--- src/rtl/instr_fetch_queue_pkg.sv ---
// Shared definitions for the 12-bit CPU fetch path: instruction width, opcodes, fetch FSM states.
package instr_fetch_queue_pkg;

    localparam int CPU_IW = 12;
    localparam int OPW    = 3;

    typedef enum logic [OPW-1:0] {
        OP_HALT = 3'b000,
        OP_ADD  = 3'b001,
        OP_SUB  = 3'b010,
        OP_MUL  = 3'b011,
        OP_IMUL = 3'b100,
        OP_FADD = 3'b101,
        OP_FMUL = 3'b110,
        OP_CMP  = 3'b111
    } opcode_t;

    typedef enum logic [1:0] {
        ST_IDLE  = 2'd0,
        ST_FETCH = 2'd1,
        ST_DRAIN = 2'd2,
        ST_HALT  = 2'd3
    } fq_state_t;

    function automatic logic is_halt(input logic [OPW-1:0] op);
        return op == OP_HALT;
    endfunction

endpackage

--- src/rtl/instr_fetch_queue_fifo.sv ---
// Generic DEPTH x W FIFO with wrapping pointers; head word shown combinationally (0 when empty).
// Latency: a push is visible at the head the cycle after it is written.
// Backpressure: push is dropped when full (registered count); pop is ignored when empty.
module instr_fetch_queue_fifo #(
    parameter int W     = 12,
    parameter int DEPTH = 4
) (
    input  logic         clk,
    input  logic         rst,
    input  logic         push,
    input  logic [W-1:0] push_dat,
    input  logic         pop,
    output logic [W-1:0] head_dat,
    output logic         full,
    output logic         empty
);

    localparam int PW = $clog2(DEPTH);
    localparam logic [PW:0] FULL_CNT = (PW+1)'(DEPTH);

    logic [W-1:0]  mem [DEPTH];
    logic [PW-1:0] wr_ptr;
    logic [PW-1:0] rd_ptr;
    logic [PW:0]   count;
    logic          push_ok;
    logic          pop_ok;

    assign full     = (count == FULL_CNT);
    assign empty    = (count == '0);
    assign push_ok  = push && !full;
    assign pop_ok   = pop && !empty;
    assign head_dat = empty ? '0 : mem[rd_ptr];

    always_ff @(posedge clk or posedge rst) begin
        if (rst) begin
            wr_ptr <= '0;
            rd_ptr <= '0;
            count  <= '0;
        end else begin
            if (push_ok) wr_ptr <= wr_ptr + 1'b1;
            if (pop_ok)  rd_ptr <= rd_ptr + 1'b1;
            case ({push_ok, pop_ok})
                2'b10:   count <= count + 1'b1;
                2'b01:   count <= count - 1'b1;
                default: count <= count;
            endcase
        end
    end

    // Storage needs no reset: entries are only observed through count.
    always_ff @(posedge clk) begin
        if (push_ok) mem[wr_ptr] <= push_dat;
    end

endmodule

--- src/rtl/instr_fetch_queue.sv ---
// Fetch stage: host-loaded program memory, PC stepper and prefetch FIFO feeding the CPU.
// Latency: start -> FETCH next cycle -> first instruction valid the cycle after.
// Backpressure: instr_ready low holds the head; a full FIFO stalls the PC and the FSM.
module instr_fetch_queue
    import instr_fetch_queue_pkg::*;
#(
    parameter int IW    = CPU_IW,
    parameter int AW    = 4,
    parameter int DEPTH = 4
) (
    input  logic          clk,
    input  logic          rst,
    input  logic          load_en,
    input  logic [AW-1:0] load_addr,
    input  logic [IW-1:0] load_data,
    input  logic          start,
    output logic [IW-1:0] instr_out,
    output logic          instr_valid,
    input  logic          instr_ready,
    output logic [AW-1:0] pc,
    output logic          busy,
    output logic          halted
);

    logic [IW-1:0] prog_mem [2**AW];
    fq_state_t     state;
    fq_state_t     state_nxt;
    logic [AW-1:0] pc_nxt;
    logic [IW-1:0] word;
    logic          push;
    logic          pop;
    logic          fifo_full;
    logic          fifo_empty;
    logic          load_ok;

    assign word        = prog_mem[pc];
    assign load_ok     = load_en && (state == ST_IDLE || state == ST_HALT);
    assign instr_valid = !fifo_empty;
    assign pop         = instr_valid && instr_ready;
    assign busy        = (state == ST_FETCH) || (state == ST_DRAIN);
    assign halted      = (state == ST_HALT);

    always_ff @(posedge clk) begin
        if (load_ok) prog_mem[load_addr] <= load_data;
    end

    always_ff @(posedge clk or posedge rst) begin
        if (rst) begin
            state <= ST_IDLE;
            pc    <= '0;
        end else begin
            state <= state_nxt;
            pc    <= pc_nxt;
        end
    end

    always_comb begin
        state_nxt = state;
        pc_nxt    = pc;
        push      = 1'b0;
        case (state)
            ST_IDLE, ST_HALT: begin
                if (start) begin
                    state_nxt = ST_FETCH;
                    pc_nxt    = '0;
                end
            end
            ST_FETCH: begin
                if (!fifo_full) begin
                    if (is_halt(word[IW-1 -: OPW])) begin
                        state_nxt = ST_DRAIN;
                    end else begin
                        push = 1'b1;
                        // Last address ends the program instead of wrapping to 0.
                        if (pc == {AW{1'b1}}) state_nxt = ST_DRAIN;
                        else                  pc_nxt    = pc + 1'b1;
                    end
                end
            end
            ST_DRAIN: begin
                if (fifo_empty) state_nxt = ST_HALT;
            end
            default: state_nxt = ST_IDLE;
        endcase
    end

    instr_fetch_queue_fifo #(
        .W     (IW),
        .DEPTH (DEPTH)
    ) u_fifo (
        .clk      (clk),
        .rst      (rst),
        .push     (push),
        .push_dat (word),
        .pop      (pop),
        .head_dat (instr_out),
        .full     (fifo_full),
        .empty    (fifo_empty)
    );

endmodule

--- config.mk ---
export PLATFORM = sky130hd
export DESIGN_NAME = instr_fetch_queue
export DESIGN_NICKNAME = d
export VERILOG_FILES = /design/src/rtl/instr_fetch_queue_pkg.sv /design/src/rtl/instr_fetch_queue_fifo.sv /design/src/rtl/instr_fetch_queue.sv
export SDC_FILE = /design/constraint.sdc
export NUM_CORES = 1
export LEC_CHECK = 0
export BUFFER_PORTS_ARGS = -buffer_cell sky130_fd_sc_hd__buf_4
export CORE_MARGIN = 8
export CORE_UTILIZATION = 45
export CTS_BUF_LIST = sky130_fd_sc_hd__clkbuf_8
export DETAILED_ROUTE_END_ITERATION = 16
export MAX_ROUTING_LAYER = met4
export PLACE_DENSITY = 0.66
export SYNTH_ARGS = -nofsm -noshare
export SYNTH_HDL_FRONTEND = slang
export SYNTH_SLANG_ARGS = --single-unit
export TNS_END_PERCENT = 10
--- constraint.sdc ---
create_clock -name clk -period 5 [get_ports clk]
set_clock_uncertainty 0.15 [all_clocks]
set_input_delay 0 -clock clk [delete_from_list [all_inputs] [get_ports clk]]
set_output_delay 0 -clock clk [all_outputs]
set_load 0.02 [all_outputs]
**After elaboration in Yosys (flattened, before gate mapping)**

Memory sizes are Yosys's and may differ from the RTL's.
Cells that the tools add are included.

- Add/subtract/negate cells: 5
- $mul: 0
- Divide/modulo/power cells: 0
- Magnitude comparators: 0
- Equality and inequality tests: 13
- Shift-type cells: 0
- Muxes and demuxes: 20
- Bitwise operators: 0
- Reductions and logical operators: 16

Operators with widths:

| kind | number |
|---|---|
| 4-bit 2-to-1 mux | 4 |
| 12-bit 2-to-1 mux | 1 |
| 2-bit 2-to-1 mux | 5 |
| 2-bit inequality test (second input constant) | 4 |
| 4-bit one-hot mux with 2 select lines | 1 |
| 1-bit 2-to-1 mux | 7 |
| 2-bit == test (second input constant) | 3 |
| 3-bit zero test | 2 |
| 2-bit one-hot mux with 3 select lines | 1 |
| 3-bit one-hot mux with 2 select lines | 1 |
| 5-bit AND reduction | 1 |
| 2-bit by 1-bit adder with 2-bit output (second input constant) | 2 |
| 4-bit by 1-bit adder with 4-bit output (second input constant) | 1 |
| 2-bit by 1-bit == test with 1-bit output (second input constant) | 2 |
| 4-bit == test (second input constant) | 1 |
| 1-bit logical AND | 4 |
| 4-bit AND reduction | 1 |
| 2-bit nonzero test | 2 |
| 3-bit by 1-bit adder with 3-bit output (second input constant) | 1 |
| 3-bit == test (second input constant) | 1 |
| 3-bit by 1-bit inequality test with 1-bit output (second input constant) | 1 |
| 3-bit by 1-bit subtractor with 3-bit output (second input constant) | 1 |
| 1-bit zero test | 2 |
| 2-bit zero test | 1 |
| 3 further kinds | 4 |

- Register bits after elaboration: 13
- Latch bits: 0
- Bits in writable memories: 240
- ROM bits: 0
- Input bits: 21
- Output and inout bits: 19
- Word-level logic and storage cells: 61
- Memories kept: 2

Memories:

| memory | depth | width | read ports | clocked after Yosys merged registers in | write ports | line | RTL |
|---|---|---|---|---|---|---|---|
| prog_mem | 16 | 12 | 1 | 0 | 1 | instr_fetch_queue.sv:25 | `logic [IW-1:0] prog_mem [2**AW];` |
| u_fifo.mem | 4 | 12 | 1 | 0 | 1 | instr_fetch_queue_fifo.sv:21 | `logic [W-1:0] mem [DEPTH];` |

**Longest topological paths before layout**

An unclocked memory read counts as a cell.

- Word-level depth: 8
- Mapped depth: 14
- Depth with buffers taken out: 11

**Hierarchy**

From an unflattened synthesis, not the netlist that was laid out.

- Cell total of the unflattened synthesis: 480
- Area, all modules: 10218.6 µm²

Modules (own cells, without submodules):

| module | times used | cells each | area each (µm²) |
|---|---|---|---|
| instr_fetch_queue | 1 | 365 | 7887.6 |
| instr_fetch_queue_fifo | 1 | 115 | 2331.0 |

**Worst setup path before layout**

Ideal clock, no wire load.

- Path type: reg2reg
- Start: register pc[1]
- End: register u_fifo.count[2]
- Setup time: 0.079 ns
- Data arrival time: 3.456 ns
- Slack: 1.314 ns
- Stages on the path, launching flop included: 13
- Buffers on the path: 2
- Clock period less this slack: 3.686 ns
- Cells stage by stage: dfrtp_1 -> clkbuf_1 -> mux4_2 -> mux4_2 -> or3_1 -> buf_6 -> nand3_2 -> ha_1 -> inv_1 -> fa_1 -> xor2_1 -> nor2_1 -> xor2_1

- Word-level cells in the longest chain between the ends: 8
- Elaborated cells between the ends (all ways): 10
- Classes of those cells: eq/ne (2); mux (4); reduce/logical (3); memory (1)

RTL lines:

| element | line | RTL |
|---|---|---|
| start: declaration | instr_fetch_queue.sv:20 | `output logic [AW-1:0] pc,` |
| start signal: assignment | instr_fetch_queue.sv:53 | `pc <= pc_nxt;` |
| memory 16 x 12 bit (*) | n/a |  |
| named net u_fifo.push_dat[11] | instr_fetch_queue_fifo.sv:11 | `input logic [W-1:0] push_dat,` |
| 3-bit zero test (*) | instr_fetch_queue_pkg.sv:26 | `return op == OP_HALT;` |
| 1-bit 2-to-1 mux (*) | instr_fetch_queue.sv:70 | `if (is_halt(word[IW-1 -: OPW])) begin` |
| 1-bit 2-to-1 mux (*) | instr_fetch_queue.sv:69 | `if (!fifo_full) begin` |
| 1-bit 2-to-1 mux (*) | instr_fetch_queue.sv:61 | `case (state)` |
| 1-bit logical AND (*) | instr_fetch_queue_fifo.sv:30 | `assign push_ok = push && !full;` |
| 2-bit by 1-bit == test with 1-bit output / 2-bit == test (equally long branches) | instr_fetch_queue_fifo.sv:42 | `case ({push_ok, pop_ok})` |
| 3-bit one-hot mux with 2 select lines / 2-bit nonzero test (equally long branches) | n/a |  |
| end signal: assignment | instr_fetch_queue_fifo.sv:43 | `2'b10: count <= count + 1'b1;` |
| end signal: assignment | instr_fetch_queue_fifo.sv:44 | `2'b01: count <= count - 1'b1;` |
| end signal: assignment | instr_fetch_queue_fifo.sv:45 | `default: count <= count;` |
| end: declaration | instr_fetch_queue_fifo.sv:24 | `logic [PW:0] count;` |

The timed path passes the listed nets; every way through them passes the cells marked *.
A chain may end at the register's enable or synchronous reset.

**Worst setup path after layout**

- Start: register pc[0]
- End: register u_fifo.count[2]

The elaborated chain is that of the path after synthesis.

==> qor.txt <==
RUN STATUS
---------------------------------------------------------------------------------
Status                                                               finished, final reports clean

TIMING
---------------------------------------------------------------------------------
Hold slack                                                              0.0861 ns
Share of the clock period used by the worst path                            82.4%
Unrepaired setup endpoints after global routing                             false
Final setup vio count                                                           0
Measured slew at the worst slew-check pin                                 1.04 ns
Slack of the critical path                                               0.881 ns
Total Neg Setup Slack                                                        0 ns
Maximum achievable frequency                                              243 MHz
Final Hold Fails                                                                0
Slew Limit Fails                                                                0
Rel. slew slack                                                             30.7%
Fin crit period                                                           4.12 ns

DETAILED ROUTING
---------------------------------------------------------------------------------
Routed via count                                                             4741
Avg Vias per Cell                                                            5.51
Residual DRC                                                                    0
WL/cell                                                                   21.9 µm
Router iterations before antenna repair                                         4
Topmost layer with routed signal wires                                       met4
Amount of wire on met3 after detailed routing                             1030 µm
Metal2 WL                                                                 9500 µm
1st-iter DRT viols                                                            311
Wirelength, routed                                                       18800 µm
Detailed-route wire length on metal 1                                     7950 µm
Post-route antenna net violation count                                          0

PWR
---------------------------------------------------------------------------------
Power share of the sequential group                                         47.4%
Share of power burned in combinational logic                                27.4%
Post-route total power                                                  0.00608 W
Leak pwr                                                                  3.85 nW
Switching Share                                                             29.4%
Relative contribution of the clock network to total power                   25.2%
Peak supply drop                                                         0.307 mV
Power density cells                                                    525 nW/µm²
Internal power summed over all cells                                    0.00429 W
Net switching power of the design                                       0.00179 W

FLOORPLAN
---------------------------------------------------------------------------------
Width of the chip                                                          165 µm
Core region area                                                        21800 µm²
Area of the die                                                         27200 µm²
Initial Util                                                                45.8%
Die Ht                                                                     165 µm
Num ports                                                                      40
Row count                                                                      54

JOB
---------------------------------------------------------------------------------
Max-Cap Viols                                                                   0

LAYOUT
---------------------------------------------------------------------------------
Final antenna diode count                                                       0
Count of non-filler cells in the finished layout                              861
Fraction of final layout cells with drive strength greater than 1           31.8%
Multi-input gate area                                                    2310 µm²
Area growth syn-to-layout                                                   16.2%
Final-layout fill cell count                                                 1731
Reg area                                                                 7540 µm²
Final net count                                                               593

CLOCK NETWORK
---------------------------------------------------------------------------------
TritonCTS clock tree                                                        built
Clock buffers created by TritonCTS                                             40
Number of buffers on the longest clock path                                     3
Cts repair resizes                                                              0
Clock latency reported for the late side of the worst-skew pair           0.53 ns
Clock sink count                                                              253
H-tree depth                                                                    2
Register clock-pin slew on the reported worst setup and hold paths        0.06 ns
Library cell used as clock root buffer                               sky130_fd_sc_hd__clkbuf_8

WORST HOLD PATH
---------------------------------------------------------------------------------
Classification of the worst-slack hold path                                in2reg

PLACEMENT
---------------------------------------------------------------------------------
Final HPWL DP                                                            11600 µm
Cell count after placement                                                    778
Final estimated routing congestion in global placement                      0.743
Worst slack, placed                                                      0.843 ns
Buffers added on ports                                                         39

SETUP PATH
---------------------------------------------------------------------------------
Crit-path cells                                                      mux4_1 -> mux4_2 -> or3_1 -> nand3_2 -> ha_1 -> inv_1 -> fa_1 -> xor2_1 -> nor2_1 -> xor2_1
Worst path top cell family by delay                                  multiplexers
Setup CP Type                                                             reg2reg
Crit path max-delay cell type                                        sky130_fd_sc_hd__dfrtp_4
Largest driver fanout on the critical path                                     39
Crit-path most repeated cell                                         sky130_fd_sc_hd__xor2_1
Endpoint arrival time on the critical path                                4.42 ns
Stage delay of the slowest cell on the critical path                      0.89 ns
Number of buffer and inverter stages on the critical path                       1
Required @ worst endpoint                                                 5.30 ns
Capturing element type of the critical path                             flip-flop
Category of the worst setup path launch point                           flip-flop

SYNTH
---------------------------------------------------------------------------------
Count of synthesis-stage warnings from yosys                                    0
Netlist area before placement                                            9970 µm²
Most instantiated library cell after synthesis                       sky130_fd_sc_hd__edfxtp_1
Top cell type by total area after synthesis                          sky130_fd_sc_hd__edfxtp_1
Fraction of registers with async set or reset after synthesis               5.14%
Leading post-synthesis cells by instance count                       240 x sky130_fd_sc_hd__edfxtp_1, 66 x sky130_fd_sc_hd__mux4_2, 21 x sky130_fd_sc_hd__nor2_1, 14 x sky130_fd_sc_hd__inv_1
Sequential-to-total area share from yosys stat                              75.6%
Top cell type's share of synthesized area                                   72.3%
Top post-synthesis cells by area                                     sky130_fd_sc_hd__edfxtp_1 72%, sky130_fd_sc_hd__mux4_2 15%, sky130_fd_sc_hd__dfrtp_1 3.3%
Number of different library cells in the post-synthesis netlist                33
Synthesized instance count                                                    461
Number of synthesized flops with an enable pin                                240
Post-Syn Nets                                                                 493
Commonest register cell after synthesis                              sky130_fd_sc_hd__edfxtp_1
Number of flip-flops and latches in the synthesized netlist                   253
Avg Inst Size Synth                                                      21.6 µm²

GLOBAL ROUTE
---------------------------------------------------------------------------------
Via count of the first global-routing pass                                   5044
Pin count of the biggest net entering global routing                           40
Initial antenna violation count                                                 0
First-pass GRT wire length                                               29400 µm
Remaining global-route overflow                                                 0
Global router's overall resource usage                                      15.0%

==> tightest hold or removal path, cell delays in order <==
cell and delay (ns):
sky130_fd_sc_hd__buf_4 0.11, sky130_fd_sc_hd__nand4_1 0.22, sky130_fd_sc_hd__nor2_1 0.21
==> power groups by stage <==
stage | registers [W] | logic, W | clock network (W)
3_3_place_gp | 0.00292 | 0.00164 | 0
3_5_place_dp | 0.00294 | 0.00168 | 0
5_1_grt | 0.00293 | 0.00181 | 0.00166
2_1_floorplan | 0.00274 | 0.00132 | 0
4_1_cts | 0.00290 | 0.00170 | 0.00158
6_report | 0.00288 | 0.00166 | 0.00153
==> final timing paths <==
kind / cells after the start / end / startpoint / slack, ns
min in group asynchronous: 4 / pc[0] / rst / 0.46
setup reg to reg: 10 / u_fifo.count[2] / pc[0] / 0.88
hold / removal: 3 / prog_mem[11][2] / load_en / 0.09
max in group asynchronous: 4 / pc[0] / rst / 3.85
setup / recovery: 10 / u_fifo.count[2] / pc[0] / 0.88
hold reg to reg: 1 / u_fifo.count[0] / u_fifo.count[0] / 0.37
==> final cells by class <==
class | instances | area share (%)
inverters | 14 | 0.454
multi-input cells | 173 | 20.0
clock buffers | 41 | 4.87
repair buffers | 79 | 5.57
flip-flops and latches | 253 | 65.1
well taps | 280 | 3.03
clock inverters | 21 | 1.00
==> per-layer routing <==
layer / vias up / GRT usage [%]
met5: - / -
met4: 0 / 5.24
met3: 31 / 2.92
met2: 139 / 24.0
met1: 2491 / 18.9
li1: 2080 / -
==> cell families after synthesis <==
family          count (synthesis)  synth area share [%]
compound gates                  6                 0.540
xor+xnor                        6                 0.527
fa+ha+maj                      11                  1.46
buf+inv                        35                  1.49
flops                         253                  75.6
mux                            81                  16.9
simple gates                   69                  3.47
==> metrics by stage <==
stage,util (%),instance area [µm²]
finish,53.2,11600
global route,53.2,11600
global placement,49.1,10700
CTS,53.2,11600
detailed placement,49.1,10700
floorplan,-,9970
==> placed cells by master, fill, tap and decap left out, types with 6 or more instances in the layout <==
master                          Yosys  final
sky130_fd_sc_hd__inv_1             14     22
sky130_fd_sc_hd__clkbuf_8           0     41
sky130_fd_sc_hd__and2_1            13     13
sky130_fd_sc_hd__clkinv_1           0      7
sky130_fd_sc_hd__buf_4              0     58
sky130_fd_sc_hd__mux4_2            66     66
sky130_fd_sc_hd__dfrtp_1           13     11
sky130_fd_sc_hd__nand3_1            6      6
sky130_fd_sc_hd__ha_1              10     10
sky130_fd_sc_hd__nor2_1            21     17
sky130_fd_sc_hd__dlygate4sd3_1      0     21
sky130_fd_sc_hd__mux2i_1           10     10
sky130_fd_sc_hd__nand2_1           11     11
sky130_fd_sc_hd__edfxtp_1         240    240
==> repair_timing <==
action,in CTS,in global routing
hold buffers,21,0
buffers inserted,0,0
hold endpoints to repair,283,0
==> flip-flops by register name, indices dropped and copies added, names as in the netlist <==
register and count:
u_fifo.mem 48, pc 4, u_fifo.count 3, state 2
u_fifo.rd_ptr 2, prog_mem 192, u_fifo.wr_ptr 2
Note: power is estimated with default switching activity, not from simulation.
